[config.mk]
export PLATFORM = sky130hd
export DESIGN_NAME = keypad_scanner
export DESIGN_NICKNAME = d
export VERILOG_FILES = /design/src/rtl/keypad_scanner.sv
export SDC_FILE = /design/constraint.sdc
export NUM_CORES = 1
export LEC_CHECK = 0
export CELL_PAD_IN_SITES_DETAIL_PLACEMENT = 0
export CELL_PAD_IN_SITES_GLOBAL_PLACEMENT = 1
export CORE_MARGIN = 10
export CORE_UTILIZATION = 45
export CTS_BUF_LIST = sky130_fd_sc_hd__clkbuf_4
export CTS_CLUSTER_SIZE = 20
export DETAILED_ROUTE_END_ITERATION = 8
export PLACE_DENSITY_LB_ADDON = 0.1
export SYNTH_ARGS = -nofsm -noshare
export SYNTH_HDL_FRONTEND = slang
export SYNTH_SLANG_ARGS = --single-unit
[constraint.sdc]
create_clock -name clk -period 4.3 [get_ports clk]
set_input_delay 0.43 -clock clk [delete_from_list [all_inputs] [get_ports clk]]
set_output_delay 0.43 -clock clk [all_outputs]
set_load 0.1 [all_outputs]
[src/rtl/keypad_scanner.sv]
// 4x4 matrix keypad scanner: column drive, row synchronizer, per-frame key detection,
// press/release debounce FSM and encoding into digit_valid/submit/clear pulses.
module keypad_scanner #(
    parameter int unsigned SCAN_DIV     = 1000,
    parameter int unsigned DEBOUNCE_CNT = 4
) (
    input  logic       clk,
    input  logic       rst_n,
    input  logic [3:0] row_n,
    input  logic       ready_for_input,
    output logic [3:0] col_n,
    output logic [3:0] digit_in,
    output logic       digit_valid,
    output logic       submit,
    output logic       clear,
    output logic       key_busy
);
    localparam int unsigned DW_W  = $clog2(SCAN_DIV);
    localparam int unsigned CNT_W = $clog2(DEBOUNCE_CNT + 1);
    localparam logic [DW_W-1:0]  DWELL_LAST = DW_W'(SCAN_DIV - 1);
    localparam logic [CNT_W-1:0] CNT_LAST   = CNT_W'(DEBOUNCE_CNT - 1);

    typedef enum logic [1:0] {IDLE, DEBOUNCE, HELD} state_t;

    state_t            state, state_next;
    logic [3:0]        row_s1, row_s2;
    logic [DW_W-1:0]   dwell;
    logic [1:0]        col;
    logic [1:0]        hits, hits_next;
    logic [3:0]        key, key_next;
    logic [2:0]        col_hits;
    logic [1:0]        col_row;
    logic [3:0]        cand, cand_next;
    logic [CNT_W-1:0]  cnt, cnt_next, rel, rel_next;
    logic              tick, frame_end, accept;
    logic              is_digit, is_submit, is_clear;
    logic [3:0]        digit_val;

    assign tick      = (dwell == DWELL_LAST);
    assign frame_end = tick && (col == 2'd3);
    assign col_n     = ~(4'b0001 << col);
    assign key_busy  = (state != IDLE);

    // hits saturates at 2: 0 = NONE, 1 = SINGLE (key holds its index), 2 = MULTI
    always_comb begin
        col_hits  = '0;
        col_row   = '0;
        for (int unsigned r = 0; r < 4; r++) begin
            if (!row_s2[r]) begin
                col_hits = col_hits + 3'd1;
                col_row  = 2'(r);
            end
        end
        hits_next = hits;
        key_next  = key;
        if (col_hits != 3'd0) begin
            if (hits == 2'd0 && col_hits == 3'd1) begin
                hits_next = 2'd1;
                key_next  = {col_row, col};
            end else begin
                hits_next = 2'd2;
            end
        end
    end

    always_ff @(posedge clk) begin
        if (!rst_n) begin
            row_s1 <= '1;
            row_s2 <= '1;
            dwell  <= '0;
            col    <= '0;
            hits   <= '0;
            key    <= '0;
        end else begin
            row_s1 <= row_n;
            row_s2 <= row_s1;
            if (tick) begin
                dwell <= '0;
                col   <= col + 2'd1;
                hits  <= (col == 2'd3) ? 2'd0 : hits_next;
                key   <= key_next;
            end else begin
                dwell <= dwell + DW_W'(1);
            end
        end
    end

    always_ff @(posedge clk) begin
        if (!rst_n) begin
            state <= IDLE;
            cand  <= '0;
            cnt   <= '0;
            rel   <= '0;
        end else begin
            state <= state_next;
            cand  <= cand_next;
            cnt   <= cnt_next;
            rel   <= rel_next;
        end
    end

    always_comb begin
        state_next = state;
        cand_next  = cand;
        cnt_next   = cnt;
        rel_next   = rel;
        accept     = 1'b0;
        if (frame_end) begin
            case (state)
                IDLE: begin
                    if (hits_next == 2'd1) begin
                        cand_next = key_next;
                        cnt_next  = CNT_W'(1);
                        if (CNT_LAST == '0) begin
                            accept     = 1'b1;
                            state_next = HELD;
                            cnt_next   = '0;
                            rel_next   = '0;
                        end else begin
                            state_next = DEBOUNCE;
                        end
                    end
                end
                DEBOUNCE: begin
                    if (hits_next == 2'd1 && key_next == cand) begin
                        if (cnt == CNT_LAST) begin
                            accept     = 1'b1;
                            state_next = HELD;
                            cnt_next   = '0;
                            rel_next   = '0;
                        end else begin
                            cnt_next = cnt + CNT_W'(1);
                        end
                    end else begin
                        state_next = IDLE;
                        cnt_next   = '0;
                    end
                end
                HELD: begin
                    if (hits_next == 2'd0) begin
                        if (rel == CNT_LAST) begin
                            state_next = IDLE;
                            rel_next   = '0;
                        end else begin
                            rel_next = rel + CNT_W'(1);
                        end
                    end else begin
                        rel_next = '0;
                    end
                end
                default: state_next = IDLE;
            endcase
        end
    end

    // Layout: r0: 1 2 3 A / r1: 4 5 6 B / r2: 7 8 9 C / r3: * 0 # D
    always_comb begin
        is_digit  = 1'b1;
        is_submit = 1'b0;
        is_clear  = 1'b0;
        digit_val = '0;
        case (cand_next)
            4'd0:    digit_val = 4'd1;
            4'd1:    digit_val = 4'd2;
            4'd2:    digit_val = 4'd3;
            4'd4:    digit_val = 4'd4;
            4'd5:    digit_val = 4'd5;
            4'd6:    digit_val = 4'd6;
            4'd8:    digit_val = 4'd7;
            4'd9:    digit_val = 4'd8;
            4'd10:   digit_val = 4'd9;
            4'd13:   digit_val = 4'd0;
            4'd12: begin is_digit = 1'b0; is_clear  = 1'b1; end
            4'd14: begin is_digit = 1'b0; is_submit = 1'b1; end
            default: is_digit = 1'b0;
        endcase
    end

    always_ff @(posedge clk) begin
        if (!rst_n) begin
            digit_in    <= '0;
            digit_valid <= 1'b0;
            submit      <= 1'b0;
            clear       <= 1'b0;
        end else begin
            digit_valid <= accept && ready_for_input && is_digit;
            submit      <= accept && ready_for_input && is_submit;
            clear       <= accept && ready_for_input && is_clear;
            if (accept && ready_for_input && is_digit)
                digit_in <= digit_val;
        end
    end
endmodule
==> metrics, run 1 <==
outcome finished, final reports clean; Critical Path Fanout Max 8; Antenna Cells 0; Post-CTS Resized 0; Die Y 92.8 um; RSZ-0062 raised after global routing false; H-tree depth 2; drt wl/cell 14.1 um; CTS tree done; layout cells sized above 1 7.31%; Final Hold Viols 0; Largest stage delay, worst path 0.64 ns; top-count cell post-synth dfxtp_1; post-synth top area share 37.8%; all-layer global routing usage 12.7%; Yosys reg bits 45; worst path arrival time 4.00 ns; DR DRC count 0; Syn Area/Cell 8.57 um^2; Fillers 533; syn_nets 295; hold bufs inserted after CTS 0; setup repair bufs after CTS 0; critical path endpoint category flop; Post-synth ARST share 0%; Pleak 1.10 nW; Max Clock Skew 0.0207 ns; total power draw 0.715 mW; maximum vdd drop 137 uV; IO buf count 18; Root Driver clkbuf_4; YS warnings 0; actual slew at the worst max-slew pin 0.978 ns; clk slew on worst S/H paths 0.12 ns; Max clock buf depth 2; Cell variety after synth 53; HP Class reg2reg; max_cap viols 0; CTS Sinks 45; number of antenna violations at the first check in global routing 0; CP required 4.56 ns; post-synthesis sequential area ratio 37.8%; worst path bufs/invs 1; grt ovf 0; row cnt 26; Placeable Area 5110 um^2; HPWL Detailed 3.81 mm; io pins 19; Inserted Clock Buffers 5; Final Wtd Congestion 0.852; cell count after synthesis 278; synth top area cells dfxtp_1 38%, ha_1 5.3%, nand2b_1 4.7%; Max-slew headroom 34.6%; Crit path top cell by count ha_1; Slew Limit Fails 0; Starting Density 46.6%; via count 2073; DR iter-0 viols 108; post-synthesis instance area 2380 um^2; DRT Pass-1 Iters 6; Crit Path Class reg2reg; Final period util 87.0%; Main synth FF type dfxtp_1; fin nets 317; Post-Route WL 5.22 mm; slowest stage cell, crit path or4_1; CP startpoint kind flop; Layout Area Growth over Synthesis 13.7%; Post-DRT Antenna Nets 0; largest net degree at the start of global routing 24; setup TNS 0 ns; die area 8600 um^2; min cycle time layout 3.74 ns; post-DR vias/cell 5.59; fmax 267 MHz; vias in the first global route 1967; biggest area consumer among synthesized cells dfxtp_1; worst-path cell chain inv_1, ha_1, nand2b_1, and2_1, ha_1, nor2b_1, a31o_2, or4_1, or4b_4, a211o_1, mux2_1, o211a_1; CP delay by family, top simple AND/OR/NAND/NOR gates; clk_lat worst skew 0.37 ns; Pwr Density 264 nW/um^2; overall die width 92.8 um; first-pass GRT wire length 9.15 mm; Finish-stage setup viols 0; Post-synth EDFFs 0; Post-synth top cells 45 x dfxtp_1, 27 x nor2_1, 18 x nand2b_1
[cells by family after synthesis]
logic type / after synthesis / share of synthesized area, %
buf+inv: 22 / 3.89
mux: 8 / 3.52
simple gates: 125 / 28.9
fa+ha+maj: 10 / 5.25
flops: 45 / 37.8
compound gates: 54 / 14.9
xor+xnor: 14 / 5.72
[registers in the layout, summed over array words and instances, names as in the netlist, 2 cells and up]
| name | flops |
|---|---|
| dwell | 10 |
| cand | 4 |
| digit_in | 4 |
| key | 4 |
| row_s1 | 4 |
| row_s2 | 4 |
| cnt | 3 |
| rel | 3 |
| col | 2 |
| hits | 2 |
| state | 2 |
[metrics by stage]
step | cells | setup slack (ns) | instance area, um^2 | util, % | hold WS [ns]
global route | 371 | 0.373 | 2710 | 53.0 | 0.437
CTS | 371 | 0.581 | 2710 | 53.0 | 0.432
global placement | 363 | 0.676 | 2650 | 51.8 | 0.400
floorplan | 278 | 0.719 | 2380 | - | 0.386
detailed placement | 363 | 0.609 | 2650 | 51.8 | 0.402
finish | 371 | 0.561 | 2710 | 53.0 | 0.427
[final timing paths]
path         slack [ns]  depth (start not counted)                  endpoint            startpoint
min                0.43                          1      row_s2[0]$_SDFF_PN1_  row_s1[0]$_SDFF_PN1_
max                0.56                         12  digit_in[2]$_SDFFE_PN0P_  row_s2[1]$_SDFF_PN1_
max reg2reg        0.56                         12  digit_in[2]$_SDFFE_PN0P_  row_s2[1]$_SDFF_PN1_
min reg2reg        0.43                          1      row_s2[0]$_SDFF_PN1_  row_s1[0]$_SDFF_PN1_
[power breakdown]
part,internal (mW),leakage (nW),switching [mW]
combinational,0.0325,0.698,0.0451
clock,0.0649,0.0352,0.144
sequential,0.423,0.365,0.00527
total,0.520,1.10,0.195
[routing by layer]
metal	GRT usage (%)	vias to the layer above	wire length, um	part of all wire, %
met2	19.3	27	2300	44
met4	4.11	0	63	1.2
met1	17.1	997	2670	51
met3	2.99	7	187	3.6
met5	0	-	0	0
li1	-	1042	-	-
[worst reg2reg max path, delay by kind of cell (launching register included)]
kind            cells  cell delay (ns)
simple gates        5             1.73
compound gates      3             0.73
fa+ha+maj           2             0.45
flops               1             0.37
mux                 1             0.33
buf+inv             1             0.05
[final cells by class]
type	instances	area [um^2]	area share, %
inverters	14	52.6	1.94
flip-flops and latches	45	901	33.3
clock inverters	3	22.5	0.832
well taps	70	87.6	3.23
clock buffers	5	37.5	1.39
repair buffers	23	218	8.04
multi-input cells	211	1390	51.3
[placed cells by master, fill, tap and decap left out, types with 8 or more instances in the layout]
master           netlist  layout
dfxtp_1               45      45
nor2_1                27      27
nand2b_1              18      18
clkdlybuf4s50_1        0      18
a21oi_1               17      17
inv_1                 14      14
nand2_1               14      14
nand3_1               11      11
nor3_1                10      10
ha_1                  10      10
nor4_1                 8       8
o21ai_0                8       8
Power figures use the tool's default switching activity.
==> run 2, diff against run 1 <==
CORE_UTILIZATION = 44   (was 45)
CTS_BUF_LIST = sky130_fd_sc_hd__clkbuf_8 sky130_fd_sc_hd__clkbuf_16   (was sky130_fd_sc_hd__clkbuf_4)
==> run 2 against run 1 <==
  * Die area grew 1.8%
  * Worst hold slack lost 0.011 ns
  * Cell count shrank 0.27%
  * Worst setup slack gained 0.044 ns
  * Non-clock buffer count shrank 1
  * Combinational power shrank 2.7%
  * Wire length shrank 2.1%
  * Sequential share of layout area shrank 0.80 points
  * Global-route usage shrank 0.53 points
  * Clock power grew 80%
  * Core utilization grew 0.62 points
  * Clock skew shrank 0.015 ns
  * Largest cell class unchanged
==> metrics, run 2 (synthesis gave the netlist of run 1 again) <==
outcome finished, final reports clean (unchanged); Placeable Area 5170 um^2 (was 5110 um^2); Antenna Cells 0 (unchanged); CP required 4.50 ns (was 4.56 ns); via count 2005 (was 2073); Pwr Density 317 nW/um^2 (was 264 nW/um^2); worst hold slack 0.416 ns (was 0.427 ns); Root Driver clkbuf_8 (was clkbuf_4); hold bufs inserted after CTS 0 (unchanged); setup repair bufs after CTS 0 (unchanged); worst path arrival time 3.89 ns (was 4.00 ns); largest net degree at the start of global routing 24 (unchanged); Post-CTS Resized 0 (unchanged); fmax 271 MHz (was 267 MHz); Post-Route WL 5.11 mm (was 5.22 mm); all-layer global routing usage 12.1% (was 12.7%); IO buf count 18 (unchanged); Pleak 1.13 nW (was 1.10 nW); Die Y 93.6 um (was 92.8 um); Finish-stage setup viols 0 (unchanged); Slew Limit Fails 0 (unchanged); first-pass GRT wire length 8.74 mm (was 9.15 mm); critical path endpoint category flop (unchanged); RSZ-0062 raised after global routing false (unchanged); min cycle time layout 3.70 ns (was 3.74 ns); hold path depth 1 (unchanged); max FFs per register 10 (unchanged); grt ovf 0 (unchanged); DR DRC count 0 (unchanged); DRT Pass-1 Iters 4 (was 6); CTS tree done (unchanged); CP startpoint kind flop (unchanged); fin nets 316 (was 317); Layout Area Growth over Synthesis 16.4% (was 13.7%); FF-to-FF path depth 12 (unchanged); Inserted Clock Buffers 5 (unchanged); max_cap viols 0 (unchanged); setup TNS 0 ns (unchanged); post-DR vias/cell 5.42 (was 5.59); DR iter-0 viols 113 (was 108); Starting Density 46.1% (was 46.6%); io pins 19 (unchanged); overall die width 93.6 um (was 92.8 um); HPWL Detailed 3.74 mm (was 3.81 mm); vias in the first global route 1862 (was 1967); layout cells sized above 1 7.00% (was 7.31%); drt wl/cell 13.8 um (was 14.1 um); die area 8760 um^2 (was 8600 um^2); Post-DRT Antenna Nets 0 (unchanged); Max-slew headroom 34.3% (was 34.6%); H-tree depth 2 (unchanged); number of antenna violations at the first check in global routing 0 (unchanged); Final Wtd Congestion 0.836 (was 0.852); Crit Path Class reg2reg (unchanged); row cnt 26 (unchanged); maximum vdd drop 172 uV (was 137 uV); clk_lat worst skew 0.30 ns (was 0.37 ns); Critical Path Fanout Max 8 (unchanged); Max Clock Skew 0.00538 ns (was 0.0207 ns); clk slew on worst S/H paths 0.09 ns (was 0.12 ns); Max clock buf depth 2 (unchanged); Final period util 85.9% (was 87.0%); Largest Register dwell (unchanged); HP Class reg2reg (unchanged); highest-count cells in the layout ignoring fill and taps 45 x dfxtp_1, 27 x nor2_1, 18 x nand2b_1, 18 x clkdlybuf4s50_1, 17 x a21oi_1 (unchanged); most common cell after layout, fill and taps aside dfxtp_1 (unchanged); Final Hold Viols 0 (unchanged); CTS Sinks 45 (unchanged); actual slew at the worst max-slew pin 0.983 ns (was 0.978 ns)
==> run 2: changes by cell type in the layout (fill, tap and decap cells not counted), sizes merged <==
cell	before	now
clkinv	3	1
buf	5	4
bufinv	0	2
==> run 2: area by class of cell <==
class | count | area [um^2]
fill | 489 | 2400
multi-input combinational | 211 | 1390
sequential | 45 | 901
timing repair buffer | 22 | 210
tap | 70 | 87.6
clock buffer | 5 | 68.8
clock inverter | 3 | 65.1
inverter | 14 | 52.6
==> run 2: stage by stage <==
stage	area, um^2	utilization [%]	power [mW]	setup slack, ns	cells
after floorplan	2380	-	0.492	0.719	278
after global placement	2640	51.0	0.513	0.633	362
after detailed placement	2640	51.0	0.512	0.621	362
after CTS	2770	53.6	0.890	0.607	370
after global routing	2770	53.6	0.911	0.276	370
final	2770	53.6	0.880	0.605	370
==> run 2: worst paths after layout <==
kind	slack, ns	end	start
max	0.60	digit_in[2]$_SDFFE_PN0P_	row_s2[1]$_SDFF_PN1_
min	0.42	row_s2[0]$_SDFF_PN1_	row_s1[0]$_SDFF_PN1_
max reg2reg	0.60	digit_in[2]$_SDFFE_PN0P_	row_s2[1]$_SDFF_PN1_
min reg2reg	0.42	row_s2[0]$_SDFF_PN1_	row_s1[0]$_SDFF_PN1_
==> run 2: layer usage <==
metal  wire length (um)  global-route usage [%]
met1               2530                    15.7
met3                181                    2.96
met5                  0                       0
met2               2350                    19.0
met4                 57                    4.68
==> run 2: worst max-delay path: stages (launching register included) <==
cell,delay [ns]
dfxtp_1,0.36
inv_1,0.05
ha_1,0.18
nand2b_1,0.17
and2_1,0.16
ha_1,0.25
nor2b_1,0.14
a31o_2,0.28
or4_1,0.65
or4b_4,0.61
a211o_1,0.31
mux2_1,0.33
o211a_1,0.12
==> run 2: power by group <==
part           internal [mW]  switching [mW]  leakage (nW)
sequential             0.422         0.00509         0.365
combinational         0.0318          0.0437         0.693
clock                  0.231           0.146        0.0681
==> run 3, diff against run 2 <==
CORE_ASPECT_RATIO = 0.75   (was not set)
HOLD_SLACK_MARGIN = 0.1   (was not set)
==> run 3 against run 2 <==
  * Cell count rose by 1.4%
  * Sequential share of layout area rose by 0.13 points
  * Clock-buffer cell count increased by 1
  * Largest cell class unchanged
==> metrics, run 3 (synthesis gave the netlist of run 1 again) <==
Finish-stage setup viols 0 (unchanged); setup TNS 0 ns (unchanged); Max clock buf depth 2 (unchanged); Crit Path Class reg2reg (unchanged); number of antenna violations at the first check in global routing 0 (unchanged); total power draw 0.837 mW (was 0.880 mW); Starting Density 45.0% (was 46.1%); die area 8790 um^2 (was 8760 um^2); HP Class reg2reg (unchanged); CP required 4.51 ns (was 4.50 ns); clk_lat worst skew 0.30 ns (about the same); post-route insts no fill 375 (was 370); Placeable Area 5300 um^2 (was 5170 um^2); actual slew at the worst max-slew pin 0.975 ns (was 0.983 ns); GRT met3 Usage 3.47% (was 2.96%); largest net degree at the start of global routing 24 (unchanged); Root Driver clkbuf_8 (unchanged); global route hottest layer met1 (was met2); IO buf count 18 (unchanged); drt wl/cell 14.0 um (was 13.8 um); Post-DRT Antenna Nets 0 (unchanged); first-pass GRT wire length 9.18 mm (was 8.74 mm); Final period util 93.0% (was 85.9%); CTS Sinks 45 (unchanged); highest-count cells in the layout ignoring fill and taps 45 x dfxtp_1, 27 x nor2_1, 18 x nand2b_1, 18 x clkdlybuf4s50_1, 17 x a21oi_1 (unchanged); CP delay by family, top simple AND/OR/NAND/NOR gates (unchanged); row cnt 23 (was 26); Max Clock Skew 0.0128 ns (was 0.00538 ns); min cycle time layout 4.00 ns (was 3.70 ns); worst-path cell chain inv_1, ha_1, nand2b_1, and2_1, ha_1, nor2b_1, a31o_2, or4_1, nor3_1, a21oi_1, a211o_1, mux2_1, o211a_1 (was inv_1, ha_1, nand2b_1, and2_1, ha_1, nor2b_1, a31o_2, or4_1, or4b_4, a211o_1, mux2_1, o211a_1); setup repair bufs after CTS 0 (unchanged); layout cells sized above 1 6.67% (was 7.00%); vias in the first global route 1848 (was 1862); Largest Register dwell (unchanged); Max-slew headroom 34.8% (was 34.3%); fmax 250 MHz (was 271 MHz); io pins 19 (unchanged); overall die width 105 um (was 93.6 um); Largest stage delay, worst path 0.66 ns (was 0.65 ns); hold bufs inserted after CTS 0 (unchanged); Crit path top cell by count ha_1 (unchanged); Antenna Cells 0 (unchanged); worst path bufs/invs 1 (unchanged); grt ovf 0 (unchanged); Die Y 83.7 um (was 93.6 um); max FFs per register 10 (unchanged); Critical Path Fanout Max 8 (unchanged); met2 Track Usage GR 16.6% (was 19.0%); RSZ-0062 raised after global routing false (unchanged); clk slew on worst S/H paths 0.09 ns (about the same); max_cap viols 0 (unchanged); Final Wtd Congestion 0.882 (was 0.836); Pwr Density 303 nW/um^2 (was 317 nW/um^2); DRT Pass-1 Iters 4 (unchanged); outcome finished, final reports clean (unchanged); all-layer global routing usage 12.3% (was 12.1%); HPWL Detailed 3.89 mm (was 3.74 mm); slowest stage cell, crit path or4_1 (unchanged); CTS tree done (unchanged); fin nets 316 (unchanged); via count 2039 (was 2005); most common cell after layout, fill and taps aside dfxtp_1 (unchanged); post-DR vias/cell 5.44 (was 5.42); DR DRC count 0 (unchanged); placed instance count 367 (was 362); CP startpoint kind flop (unchanged); Pleak 1.12 nW (was 1.13 nW); worst path arrival time 4.21 ns (was 3.89 ns); H-tree depth 2 (unchanged); Final Hold Viols 0 (unchanged); Layout Area Growth over Synthesis 16.0% (was 16.4%); maximum vdd drop 221 uV (was 172 uV); Post-CTS Resized 0 (unchanged); Fillers 533 (was 489); DR iter-0 viols 132 (was 113); Post-Route WL 5.26 mm (was 5.11 mm); met1 usage 18.5% (was 15.7%); Slew Limit Fails 0 (unchanged); Inserted Clock Buffers 5 (unchanged); final core utilization 52.2% (was 53.6%); critical path endpoint category flop (unchanged)
==> run 3: cell count changes in the layout (fill, tap and decap cells not counted), sizes merged <==
| cell | before | now |
|---|---|---|
| bufinv | 2 | 1 |
| clkbuf | 5 | 6 |
| clkinv | 1 | 0 |
| inv | 14 | 15 |
==> run 3: where the power goes <==
| part | switching, mW | internal (mW) |
|---|---|---|
| combinational | 0.0463 | 0.0326 |
| sequential | 0.00503 | 0.422 |
| clock | 0.144 | 0.187 |
==> run 3: worst paths after layout <==
check,startpoint,endpoint,slack [ns],cells past startpoint
max,row_s2[1]$_SDFF_PN1_,digit_in[2]$_SDFFE_PN0P_,0.30,13
min,row_s1[0]$_SDFF_PN1_,row_s2[0]$_SDFF_PN1_,0.41,1
max reg2reg,row_s2[1]$_SDFF_PN1_,digit_in[2]$_SDFFE_PN0P_,0.30,13
min reg2reg,row_s1[0]$_SDFF_PN1_,row_s2[0]$_SDFF_PN1_,0.41,1
==> run 3: layer usage <==
layer	vias to the layer above	part of all wire, %
li1	1041	-
met1	953	57
met2	39	37
met3	6	4.7
met4	0	0.72
met5	-	0
==> run 3: cell type report <==
cell class              instances  area [um^2]  share of cell area, %
multi-input cells             211         1390                   50.3
flip-flops and latches         45          901                   32.6
repair buffers                 22          210                   7.61
well taps                      75         93.8                   3.40
clock buffers                   6         82.6                   2.99
inverters                      14         52.6                   1.90
clock inverters                 2         33.8                   1.22
==> run 3: worst reg2reg max path: cells and delay by family, from the launching register on <==
| family | cells | cell delay (ns) |
|---|---|---|
| and+or+nand+nor | 5 | 1.71 |
| AOI/OAI and AO/OA | 4 | 1.02 |
| adders and majority gates | 2 | 0.44 |
| DFF | 1 | 0.36 |
| muxes | 1 | 0.33 |
| buffers and inverters | 1 | 0.05 |
==> run 3: through the flow <==
step | instance area (um^2) | setup WS (ns) | hold slack, ns
3_5_place_dp | 2650 | 0.358 | 0.393
4_1_cts | 2760 | 0.355 | 0.413
6_report | 2760 | 0.301 | 0.410
3_3_place_gp | 2650 | 0.514 | 0.389
2_1_floorplan | 2380 | 0.719 | 0.386
5_1_grt | 2760 | 0.0103 | 0.434
